===== src/rtl/teclado_antirrebote.sv =====
// teclado_antirrebote: N_FILAS x N_COLS matrix-keypad scanner.
// Drives one column low at a time, samples the synchronised active-low rows,
// classifies each full sweep (frame) as NONE / SINGLE / MULTI, and debounces
// press and release over DEBOUNCE_SCANS consecutive frames.
// Optional auto-repeat is built only when TECLADO_REPEAT_EN is defined.
module teclado_antirrebote #(
  parameter int N_FILAS        = 4,
  parameter int N_COLS         = 4,
  parameter int SCAN_DIV       = 13_500,
  parameter int DEBOUNCE_SCANS = 4,
  parameter int REPEAT_DELAY   = 100,
  parameter int REPEAT_RATE    = 20,
  localparam int CODE_W = (N_FILAS * N_COLS > 1) ? $clog2(N_FILAS * N_COLS) : 1
) (
  input  logic              clk,
  input  logic              rst_n,
  input  logic [N_FILAS-1:0] filas,
  output logic [N_COLS-1:0] columnas,
  output logic [CODE_W-1:0] tecla,
  output logic              tecla_valida,
  output logic              tecla_presionada,
  output logic              tecla_liberada,
  output logic              multi_tecla
);

  localparam int COL_W = (N_COLS > 1) ? $clog2(N_COLS) : 1;
  localparam int DIV_W = $clog2(SCAN_DIV);
  localparam int CNT_W = $clog2(DEBOUNCE_SCANS + 1);
  localparam logic [DIV_W-1:0] DIV_LAST = DIV_W'(SCAN_DIV - 1);
  localparam logic [COL_W-1:0] COL_LAST = COL_W'(N_COLS - 1);
  localparam logic [CNT_W-1:0] CNT_DONE = CNT_W'(DEBOUNCE_SCANS);

  typedef enum logic [1:0] {IDLE, DEB_PRESS, PRESSED, DEB_REL} state_t;

  logic [N_FILAS-1:0] filas_meta_q, filas_sync_q;
  logic [DIV_W-1:0]   div_q;
  logic [COL_W-1:0]   col_q;
  logic               sample, frame_end;
  logic [1:0]         row_hits, acc_hits_q, tot_hits;
  logic [2:0]         hits_sum;
  int                 row_idx;
  logic [CODE_W-1:0]  code_here, acc_code_q, frame_code;
  logic               frame_none, frame_single, frame_multi;

  state_t             state_q, state_d;
  logic [CNT_W-1:0]   cnt_q, cnt_d, cnt_inc;
  logic [CODE_W-1:0]  cand_q, cand_d, tecla_q, tecla_d;
  logic               valida_q, valida_d, liberada_q, liberada_d, multi_q, multi_d;

  // Two-flop synchroniser for the asynchronous row lines (idle = released).
  always_ff @(posedge clk or negedge rst_n) begin
    if (!rst_n) begin
      filas_meta_q <= '1;
      filas_sync_q <= '1;
    end else begin
      filas_meta_q <= filas;
      filas_sync_q <= filas_meta_q;
    end
  end

  assign sample    = (div_q == DIV_LAST);
  assign frame_end = sample && (col_q == COL_LAST);

  // Column dwell divider and column index; rows are sampled on the last dwell cycle.
  always_ff @(posedge clk or negedge rst_n) begin
    if (!rst_n) begin
      div_q <= '0;
      col_q <= '0;
    end else begin
      div_q <= sample ? '0 : div_q + 1'b1;
      if (sample) col_q <= (col_q == COL_LAST) ? '0 : col_q + 1'b1;
    end
  end

  for (genvar gi = 0; gi < N_COLS; gi++) begin : g_col
    assign columnas[gi] = (col_q != COL_W'(gi));
  end

  // Count pressed rows in the driven column (saturating at 2) and fold into the frame.
  always_comb begin
    row_hits = 2'd0;
    row_idx  = 0;
    for (int r = 0; r < N_FILAS; r++) begin
      if (!filas_sync_q[r]) begin
        row_idx = r;
        if (row_hits != 2'd2) row_hits = row_hits + 2'd1;
      end
    end
    code_here    = CODE_W'(row_idx * N_COLS + int'(col_q));
    hits_sum     = {1'b0, acc_hits_q} + {1'b0, row_hits};
    tot_hits     = (hits_sum >= 3'd2) ? 2'd2 : hits_sum[1:0];
    frame_code   = (acc_hits_q != 2'd0) ? acc_code_q : code_here;
    frame_none   = (tot_hits == 2'd0);
    frame_single = (tot_hits == 2'd1);
    frame_multi  = (tot_hits == 2'd2);
  end

  // Per-frame key accumulator, cleared at each frame end.
  always_ff @(posedge clk or negedge rst_n) begin
    if (!rst_n) begin
      acc_hits_q <= 2'd0;
      acc_code_q <= '0;
    end else if (sample) begin
      if (frame_end) begin
        acc_hits_q <= 2'd0;
        acc_code_q <= '0;
      end else begin
        acc_hits_q <= tot_hits;
        if (acc_hits_q == 2'd0) acc_code_q <= code_here;
      end
    end
  end

  assign cnt_inc = (cnt_q == CNT_DONE) ? cnt_q : cnt_q + 1'b1;

`ifdef TECLADO_REPEAT_EN
  localparam int REP_MAX = (REPEAT_DELAY > REPEAT_RATE) ? REPEAT_DELAY : REPEAT_RATE;
  localparam int REP_W   = $clog2(REP_MAX + 1);
  logic [REP_W-1:0] rep_cnt_q, rep_cnt_d, rep_next;
  logic             rep_armed_q, rep_armed_d;
`else
  logic unused_repeat;
  assign unused_repeat = (REPEAT_DELAY > 0) ^ (REPEAT_RATE > 0);
`endif

  // Debounce FSM: next state, counters and strobes, evaluated at frame ends.
  always_comb begin
    state_d    = state_q;
    cnt_d      = cnt_q;
    cand_d     = cand_q;
    tecla_d    = tecla_q;
    valida_d   = 1'b0;
    liberada_d = 1'b0;
    multi_d    = multi_q;
`ifdef TECLADO_REPEAT_EN
    rep_cnt_d   = rep_cnt_q;
    rep_armed_d = rep_armed_q;
    rep_next    = rep_cnt_q + 1'b1;
`endif
    if (frame_end) begin
      multi_d = frame_multi;
      case (state_q)
        IDLE: begin
          if (frame_single) begin
            cand_d = frame_code;
            if (DEBOUNCE_SCANS == 1) begin
              tecla_d  = frame_code;
              valida_d = 1'b1;
              state_d  = PRESSED;
            end else begin
              cnt_d   = CNT_W'(1);
              state_d = DEB_PRESS;
            end
          end
        end
        DEB_PRESS: begin
          if (frame_single && (frame_code == cand_q)) begin
            cnt_d = cnt_inc;
            if (cnt_inc == CNT_DONE) begin
              tecla_d  = cand_q;
              valida_d = 1'b1;
              state_d  = PRESSED;
            end
          end else begin
            state_d = IDLE;
          end
        end
        PRESSED: begin
          if (frame_none) begin
            if (DEBOUNCE_SCANS == 1) begin
              liberada_d = 1'b1;
              state_d    = IDLE;
            end else begin
              cnt_d   = CNT_W'(1);
              state_d = DEB_REL;
            end
          end
`ifdef TECLADO_REPEAT_EN
          if (frame_single && (frame_code == tecla_q)) begin
            if (rep_next == (rep_armed_q ? REP_W'(REPEAT_RATE) : REP_W'(REPEAT_DELAY))) begin
              valida_d    = 1'b1;
              rep_cnt_d   = '0;
              rep_armed_d = 1'b1;
            end else begin
              rep_cnt_d = rep_next;
            end
          end else begin
            rep_cnt_d   = '0;
            rep_armed_d = 1'b0;
          end
`endif
        end
        DEB_REL: begin
          if (frame_none) begin
            cnt_d = cnt_inc;
            if (cnt_inc == CNT_DONE) begin
              liberada_d = 1'b1;
              state_d    = IDLE;
            end
          end else begin
            state_d = PRESSED;
          end
        end
        default: state_d = IDLE;
      endcase
    end
`ifdef TECLADO_REPEAT_EN
    // Repeat timing restarts every time PRESSED is (re)entered.
    if ((state_d == PRESSED) && (state_q != PRESSED)) begin
      rep_cnt_d   = '0;
      rep_armed_d = 1'b0;
    end
`endif
  end

  // Debounce FSM state and registered outputs.
  always_ff @(posedge clk or negedge rst_n) begin
    if (!rst_n) begin
      state_q    <= IDLE;
      cnt_q      <= '0;
      cand_q     <= '0;
      tecla_q    <= '0;
      valida_q   <= 1'b0;
      liberada_q <= 1'b0;
      multi_q    <= 1'b0;
`ifdef TECLADO_REPEAT_EN
      rep_cnt_q   <= '0;
      rep_armed_q <= 1'b0;
`endif
    end else begin
      state_q    <= state_d;
      cnt_q      <= cnt_d;
      cand_q     <= cand_d;
      tecla_q    <= tecla_d;
      valida_q   <= valida_d;
      liberada_q <= liberada_d;
      multi_q    <= multi_d;
`ifdef TECLADO_REPEAT_EN
      rep_cnt_q   <= rep_cnt_d;
      rep_armed_q <= rep_armed_d;
`endif
    end
  end

  assign tecla            = tecla_q;
  assign tecla_valida     = valida_q;
  assign tecla_liberada   = liberada_q;
  assign multi_tecla      = multi_q;
  assign tecla_presionada = (state_q == PRESSED) || (state_q == DEB_REL);

endmodule


===== config.mk =====
export PLATFORM = sky130hd
export DESIGN_NAME = teclado_antirrebote
export DESIGN_NICKNAME = d
export VERILOG_FILES = /design/src/rtl/teclado_antirrebote.sv
export SDC_FILE = /design/constraint.sdc
export NUM_CORES = 1
export LEC_CHECK = 0
export CORE_ASPECT_RATIO = 2
export CORE_MARGIN = 2
export CORE_UTILIZATION = 50
export CTS_CLUSTER_DIAMETER = 200
export DETAILED_ROUTE_END_ITERATION = 6
export PLACE_DENSITY_LB_ADDON = 0.2
export RECOVER_POWER = 25
export SYNTH_ARGS = -nofsm -noshare
export SYNTH_HDL_FRONTEND = slang
export SYNTH_SLANG_ARGS = --single-unit

===== constraint.sdc =====
create_clock -name clk -period 10.2 [get_ports clk]
set_input_delay 2.55 -clock clk [delete_from_list [all_inputs] [get_ports clk]]
set_output_delay 2.55 -clock clk [all_outputs]
set_load 0.02 [all_outputs]

==> flow_summary_export.csv, run 1 <==
group,metric,value,unit
sta,slew_headroom,-0.528,
global_route,grt_overflow_total,0,
yosys,ys_ff_latch,46,
global_route,antenna_found_initial,0,
sta,tightest_slew,2.27,ns
global_route,grt_pass1_wl,7560,um
global_route,grt_usage,0.189,
place,dpl.cell_count,298,
cts,cts_tree,"yes",
cts,cts_max_level,2,
die,die_x,52.5,um
min_path,hold_class,"reg2reg",
pwr,p_leak,1.22,nW
drt,ant_nets,0,
pwr,ir_drop,139,uV
cts,cts_root_buffer,"clkbuf_8",
layout,fin_area,2650,um^2
layout,final_cells,306,
cts,clock_sinks,46,
critical_path,end_kind,"output port",
sta,hold_viol,0,
cts,insertion_delay,0.30,ns
sta,finClkSkew,0.00262,ns
pwr,internal_power,264,uW
pwr,p_sw,75.5,uW
global_route,grt_pass1_vias,1675,
drt,totalWireLength,4290,um
pwr,pwr-share-comb,0.050,
cts,cts_resized,0,
yosys,syn_area_per_cell,10.1,um^2
critical_path,slowest_delay,0.61,ns
critical_path,crit_required,7.65,ns
sta,fmax,0.231,GHz
die,boundaryPins,18,
pwr,power_density,128,nW/um^2
sta,report.final.slew_viol_count,18,
die,rows,35,
sta,holdWs,0.359,ns
place,dpl-instance-area,2550,um^2
yosys,synth_top_area_share,0.404,
sta,tns,0,ns
die,die_h,101,um
global_route,grt_max_degree,47,
cts,cts.path.max_buffers,2,
place,place.gp.congestion,0.830,
sta,rsz0062_at_grt,"false",
layout,n_antenna_cell,0,
pwr,p_sw_frac,0.223,
sta,layout_min_cycle_time,4.32,ns
critical_path,critPathBufInv,2,
layout,final.fill_count,427,
status,violations,"capacitance limit, slew limit",
critical_path,cp_max_fo,8,
layout,area_delta_synth_final,12.4,%
drt,route.detailed.wl_per_inst,14.0,um
layout,drive_gt1_frac,0.0956,
yosys,yosys-top-cells-area,"dfrtp_1 40%, dfstp_2 8.9%, ha_1 5.9%",
pwr,seqPwrFrac,0.549,
die,core,4550,um^2
sta,setup_viol,0,
status,status,"complete, but fails checks",
critical_path,crit_type,"reg2out",
yosys,yosysSeqAreaShare,0.494,
run,drv_cap,1,
yosys,synth_edf_count,0,
critical_path,cp_top_family,"buffers and inverters",
critical_path,start_kind,"flop",
drt,drt_drc_violations_left,0,
critical_path,crit_chain,"ha_1 -> inv_1 -> clkdlybuf4s50_1",
drt,dr.pass1.iters,4,
place,dpl.hpwl,3210,um
drt,drt_iter0_drc,11,
critical_path,cp.arrival,1.77,ns
yosys,yosysUniqueCellTypes,43,
cts,post_cts_buffers,0,
yosys,syn_inst,232,
yosys,yosysWarnings,0,
drt,vias,1643,
cts,hold_buffers,0,
drt,via_per_inst,5.37,
cts,cts_made_buffers,5,
layout,final_nets,268,
die,die_area,5300,um^2
sta,post-route-period-util,0.424,
yosys,yosys.area.top_type,"dfrtp_1",
yosys,syn_area,2350,um^2
critical_path,cp_slowest_cell,"clkdlybuf4s50_1",
yosys,ys.flop_type,"dfrtp_1",
cts,path_clk_slew,0.09,ns
pwr,p_clk_frac,0.401,
die,initial_core_util,0.516,
yosys,syn_nets,250,
place,port_buffers,17,
yosys,ys_async_sr_fraction,1.00,
[sequential cells by signal (all words and copies together) (netlist names)]
register	cells
acc_code_q	4
col_q	2
multi_tecla	1
tecla_liberada	1
tecla	4
filas_sync_q	4
div_q	14
cnt_q	3
acc_hits_q	2
state_q	2
cand_q	4
filas_meta_q	4
tecla_valida	1
[per-stage QoR]
| step | setup slack [ns] | util | power (mW) |
|---|---|---|---|
| 2_1_floorplan | 6.71 | - | 0.198 |
| 3_3_place_gp | 6.22 | 0.560 | 0.207 |
| 3_5_place_dp | 6.21 | 0.560 | 0.207 |
| 4_1_cts | 5.87 | 0.585 | 0.345 |
| 5_1_grt | 5.69 | 0.581 | 0.354 |
| 6_report | 5.88 | 0.581 | 0.339 |
[layer usage]
metal / part of all wire / wire length (um) / vias to the layer above / GRT usage
li1: - / - / 829 / -
met1: 0.42 / 1800 / 787 / 0.216
met2: 0.54 / 2330 / 22 / 0.342
met3: 0.023 / 97 / 5 / 0.0312
met4: 0.014 / 59 / 0 / 0.0611
met5: 0 / 0 / - / 0
[kinds of logic (layout without fill, tap and decap cells)]
logic type,after synthesis,after routing,synth area share
flip-flops,46,46,0.494
AO/OA/AOI/OAI,42,42,0.111
multiplexers,9,9,0.0468
XOR/XNOR,15,15,0.0559
AND/OR/NAND/NOR,82,82,0.179
adder cells (fa/ha/maj),12,12,0.0670
buffers and inverters,26,45,0.0473
[area by class of cell]
type | instances | area (um^2) | area share
clock buffer | 5 | 68.8 | 0.0260
clock inverter | 3 | 45.0 | 0.0170
inverter | 20 | 75.1 | 0.0284
multi-input combinational | 160 | 1060 | 0.401
sequential | 46 | 1160 | 0.439
tap | 55 | 68.8 | 0.0260
timing repair buffer | 17 | 165 | 0.0624
[cells in the final DEF, fill, tap and decap left out, drive strengths merged, types with 2 or more instances in the layout]
cell,instances
xnor2,8
a22oi,5
nand3b,2
mux2,4
clkinvlp,2
nor2b,3
a21oi,10
o21ai,15
nand3,14
clkdlybuf4s50,15
ha,11
mux2i,5
o31ai,2
a221oi,2
xor2,7
nor4,2
nor2,23
and3,3
and2,2
dfrtp,38
a31oi,2
inv,20
nand4b,2
nand2,24
dfstp,8
clkbuf,5
[power groups by stage]
stage / Clock (mW) / Combinational [mW] / Sequential [mW]
floorplan: 0 / 0.00890 / 0.190
global route: 0.148 / 0.0194 / 0.187
CTS: 0.141 / 0.0174 / 0.186
global placement: 0 / 0.0171 / 0.190
detailed placement: 0 / 0.0173 / 0.190
finish: 0.136 / 0.0168 / 0.186
[final timing paths]
path	from	cells past startpoint	slack, ns	to
worst max-delay path	col_q[0]$_DFFE_PN0N_	3	5.88	columnas[3]
worst min-delay path	filas_meta_q[0]$_DFF_PN1_	0	0.36	filas_sync_q[0]$_DFF_PN1_
worst max register to register	div_q[6]$_DFF_PN0_	6	6.12	tecla[2]$_DFFE_PN0P_
worst min register to register	filas_meta_q[0]$_DFF_PN1_	0	0.36	filas_sync_q[0]$_DFF_PN1_
max in group asynchronous	rst_n	1	7.17	cand_q[1]$_DFFE_PN0P_
min in group asynchronous	rst_n	1	2.41	acc_code_q[3]$_DFFE_PN0P_
[worst register-to-register path: cells and delay by family (launching register included)]
family	cells	cell delay, ns
DFF	1	0.41
and+or+nand+nor	5	3.25
muxes	1	0.31
[cell usage after synthesis, types with 2 or more instances]
library cell  number
nor2_1            23
nand3b_1           2
mux2i_1            5
buf_2              2
dfrtp_1           38
a21oi_1           10
dfstp_2            8
and3_1             3
xor2_1             7
a221oi_1           2
a31oi_1            2
nand3_1           13
inv_1             20
nor2b_1            3
o21ai_0           15
a22oi_1            5
xnor2_1            8
nand2_1           24
nand4b_1           2
and2_1             2
ha_1              11
o31ai_1            2
clkbuf_1           2
mux2_4             4
(Power assumes the default switching activity.)
==> run 2, diff against run 1 <==
==> constraint.sdc (replaced) <==
create_clock -name clk -period 4.2 [get_ports clk]
set_input_delay 1.05 -clock clk [delete_from_list [all_inputs] [get_ports clk]]
set_output_delay 1.05 -clock clk [all_outputs]
set_load 0.02 [all_outputs]
==> flow_summary_export.csv, run 2 (synthesis results as in run 1) <==
group,metric,value,unit
status,status,"complete, but fails checks",
status,violations,"capacitance limit, slew limit",
min_path,hold_class,"reg2reg",
critical_path,reg2reg_slack,0.49,ns
die,die_area,5300,um^2
cts,cts.path.max_buffers,2,
critical_path,r2r-end,"tecla[3]$_DFFE_PN0P_",
layout,mostFrequentLayoutCell,"dfrtp_1",
pwr,p_sw,180,uW
die,initial_core_util,0.516,
drt,ant_nets,0,
drt,totalWireLength,4750,um
critical_path,crit_type,"reg2reg",
sta,tightest_slew,2.40,ns
global_route,grt_overflow_total,0,
drt,vias,1685,
pwr,ir_drop,302,uV
critical_path,start_kind,"flop",
cts,cts_resized,0,
die,core,4550,um^2
place,dpl.hpwl,3620,um
pwr,p_sw_frac,0.237,
run,drv_cap,1,
cts,cts_tree,"yes",
sta,slew_headroom,-0.601,
critical_path,end_kind,"flop",
critical_path,r2r_start,"filas_sync_q[1]$_DFF_PN1_",
sta,report.final.slew_viol_count,47,
global_route,grt_max_degree,47,
cts,post_cts_buffers,0,
layout,n_antenna_cell,0,
drt,via_per_inst,5.49,
sta,rsz0062_at_grt,"false",
sta,layout_min_cycle_time,3.71,ns
global_route,grt_pass1_wl,7860,um
pwr,power_density,287,nW/um^2
place,dpl.cell_count,299,
sta,timing.final.ws_setup,0.488,ns
global_route,grt_usage,0.201,
layout,largest_register_ffs,14,
cts,insertion_delay,0.29,ns
cts,cts_max_level,2,
min_path,min_to,"filas_sync_q[2]$_DFF_PN1_",
sta,tns,0,ns
layout,fin_area,2650,um^2
place,dpl-instance-area,2560,um^2
min_path,whs_path_depth,0,
layout,final_cell_mix,"38 x dfrtp_1, 24 x nand2_1, 23 x nor2_1",
layout,regMostFlops,"div_q",
sta,setup_viol,0,
place,dp_slack,0.503,ns
drt,drt_drc_violations_left,0,
die,rows,35,
layout,final_cells,307,
drt,drt_iter0_drc,34,
cts,hold_buffers,0,
drt,route.detailed.wl_per_inst,15.5,um
critical_path,r2r_cells,15,
min_path,min_from,"filas_meta_q[2]$_DFF_PN1_",
pwr,seqPwrFrac,0.596,
layout,area_delta_synth_final,12.5,%
cts,cts_root_buffer,"clkbuf_8",
cts,clock_sinks,46,
global_route,grt_pass1_vias,1649,
critical_path,cp_max_fo,6,
critical_path,crit_required,4.38,ns
cts,path_clk_slew,0.09,ns
place,port_buffers,17,
critical_path,cp.arrival,3.90,ns
layout,multi_input_area,1080,um^2
pwr,p_leak,1.22,nW
die,die_h,101,um
cts,cts_made_buffers,5,
die,die_x,52.5,um
place,place.gp.congestion,0.857,
layout,drive_gt1_frac,0.103,
layout,seqCellArea,1160,um^2
global_route,antenna_found_initial,0,
sta,post-route-period-util,0.884,
pwr,pwr-share-comb,0.051,
pwr,p_clk_frac,0.354,
sta,fmax,0.269,GHz
drt,dr.pass1.iters,4,
layout,final_nets,269,
die,boundaryPins,18,
pwr,internal_power,580,uW
sta,hold_viol,0,
sta,holdWs,0.359,ns
layout,final.fill_count,411,
sta,finClkSkew,0.00879,ns
run 2: power by group through the flow:
| stage | logic, mW | clock network, mW | registers (mW) |
|---|---|---|---|
| after floorplan | 0.0216 | 0 | 0.460 |
| after global placement | 0.0398 | 0 | 0.461 |
| after detailed placement | 0.0404 | 0 | 0.461 |
| after CTS | 0.0405 | 0.275 | 0.453 |
| after global routing | 0.0454 | 0.294 | 0.453 |
| final | 0.0384 | 0.269 | 0.452 |
run 2: worst max path at each step:
| stage | startpoint | end | slack [ns] | depth (start not counted) |
|---|---|---|---|---|
| detailed placement | filas_sync_q[1]$_DFF_PN1_ | tecla[1]$_DFFE_PN0P_ | 0.50 | 15 |
| floorplan | filas_sync_q[1]$_DFF_PN1_ | tecla[0]$_DFFE_PN0P_ | 0.71 | 16 |
| global route | filas_sync_q[1]$_DFF_PN1_ | cnt_q[2]$_DFFE_PN0P_ | 0.17 | 15 |
| CTS | filas_sync_q[1]$_DFF_PN1_ | tecla[1]$_DFFE_PN0P_ | 0.49 | 15 |
| global placement | filas_sync_q[1]$_DFF_PN1_ | tecla[0]$_DFFE_PN0P_ | 0.58 | 15 |
| finish | filas_sync_q[1]$_DFF_PN1_ | tecla[3]$_DFFE_PN0P_ | 0.49 | 15 |
run 2: per-stage QoR:
step | total power [mW] | util
global placement | 0.501 | 0.562
detailed placement | 0.501 | 0.562
CTS | 0.768 | 0.581
finish | 0.760 | 0.581
floorplan | 0.482 | -
global route | 0.792 | 0.581
run 2: critical path, stage by stage (launching register included):
cell and delay (ns):
dfstp_2 0.55, inv_1 0.05, ha_1 0.26, mux2i_1 0.19, ha_1 0.18, nor2_1 0.04
a21oi_1 0.12, ha_1 0.16, inv_1 0.05, fa_1 0.57, nand4b_1 0.20, a221o_1 0.30
o32ai_1 0.23, o211a_1 0.29, nand2b_4 0.11, mux2_4 0.30
run 2: area by class of cell:
| cell class | instances | share of cell area |
|---|---|---|
| clock buffer | 5 | 0.0260 |
| clock inverter | 3 | 0.00804 |
| timing repair buffer | 18 | 0.0648 |
| multi-input combinational | 160 | 0.408 |
| inverter | 20 | 0.0284 |
| sequential | 46 | 0.439 |
| tap | 55 | 0.0260 |
run 2: per-layer routing:
layer  wire length, um  up-vias  track usage
li1                  -      825            -
met3                81        4       0.0312
met5                 0        -            0
met2              2790       24        0.383
met1              1820      832        0.217
met4                54        0       0.0592
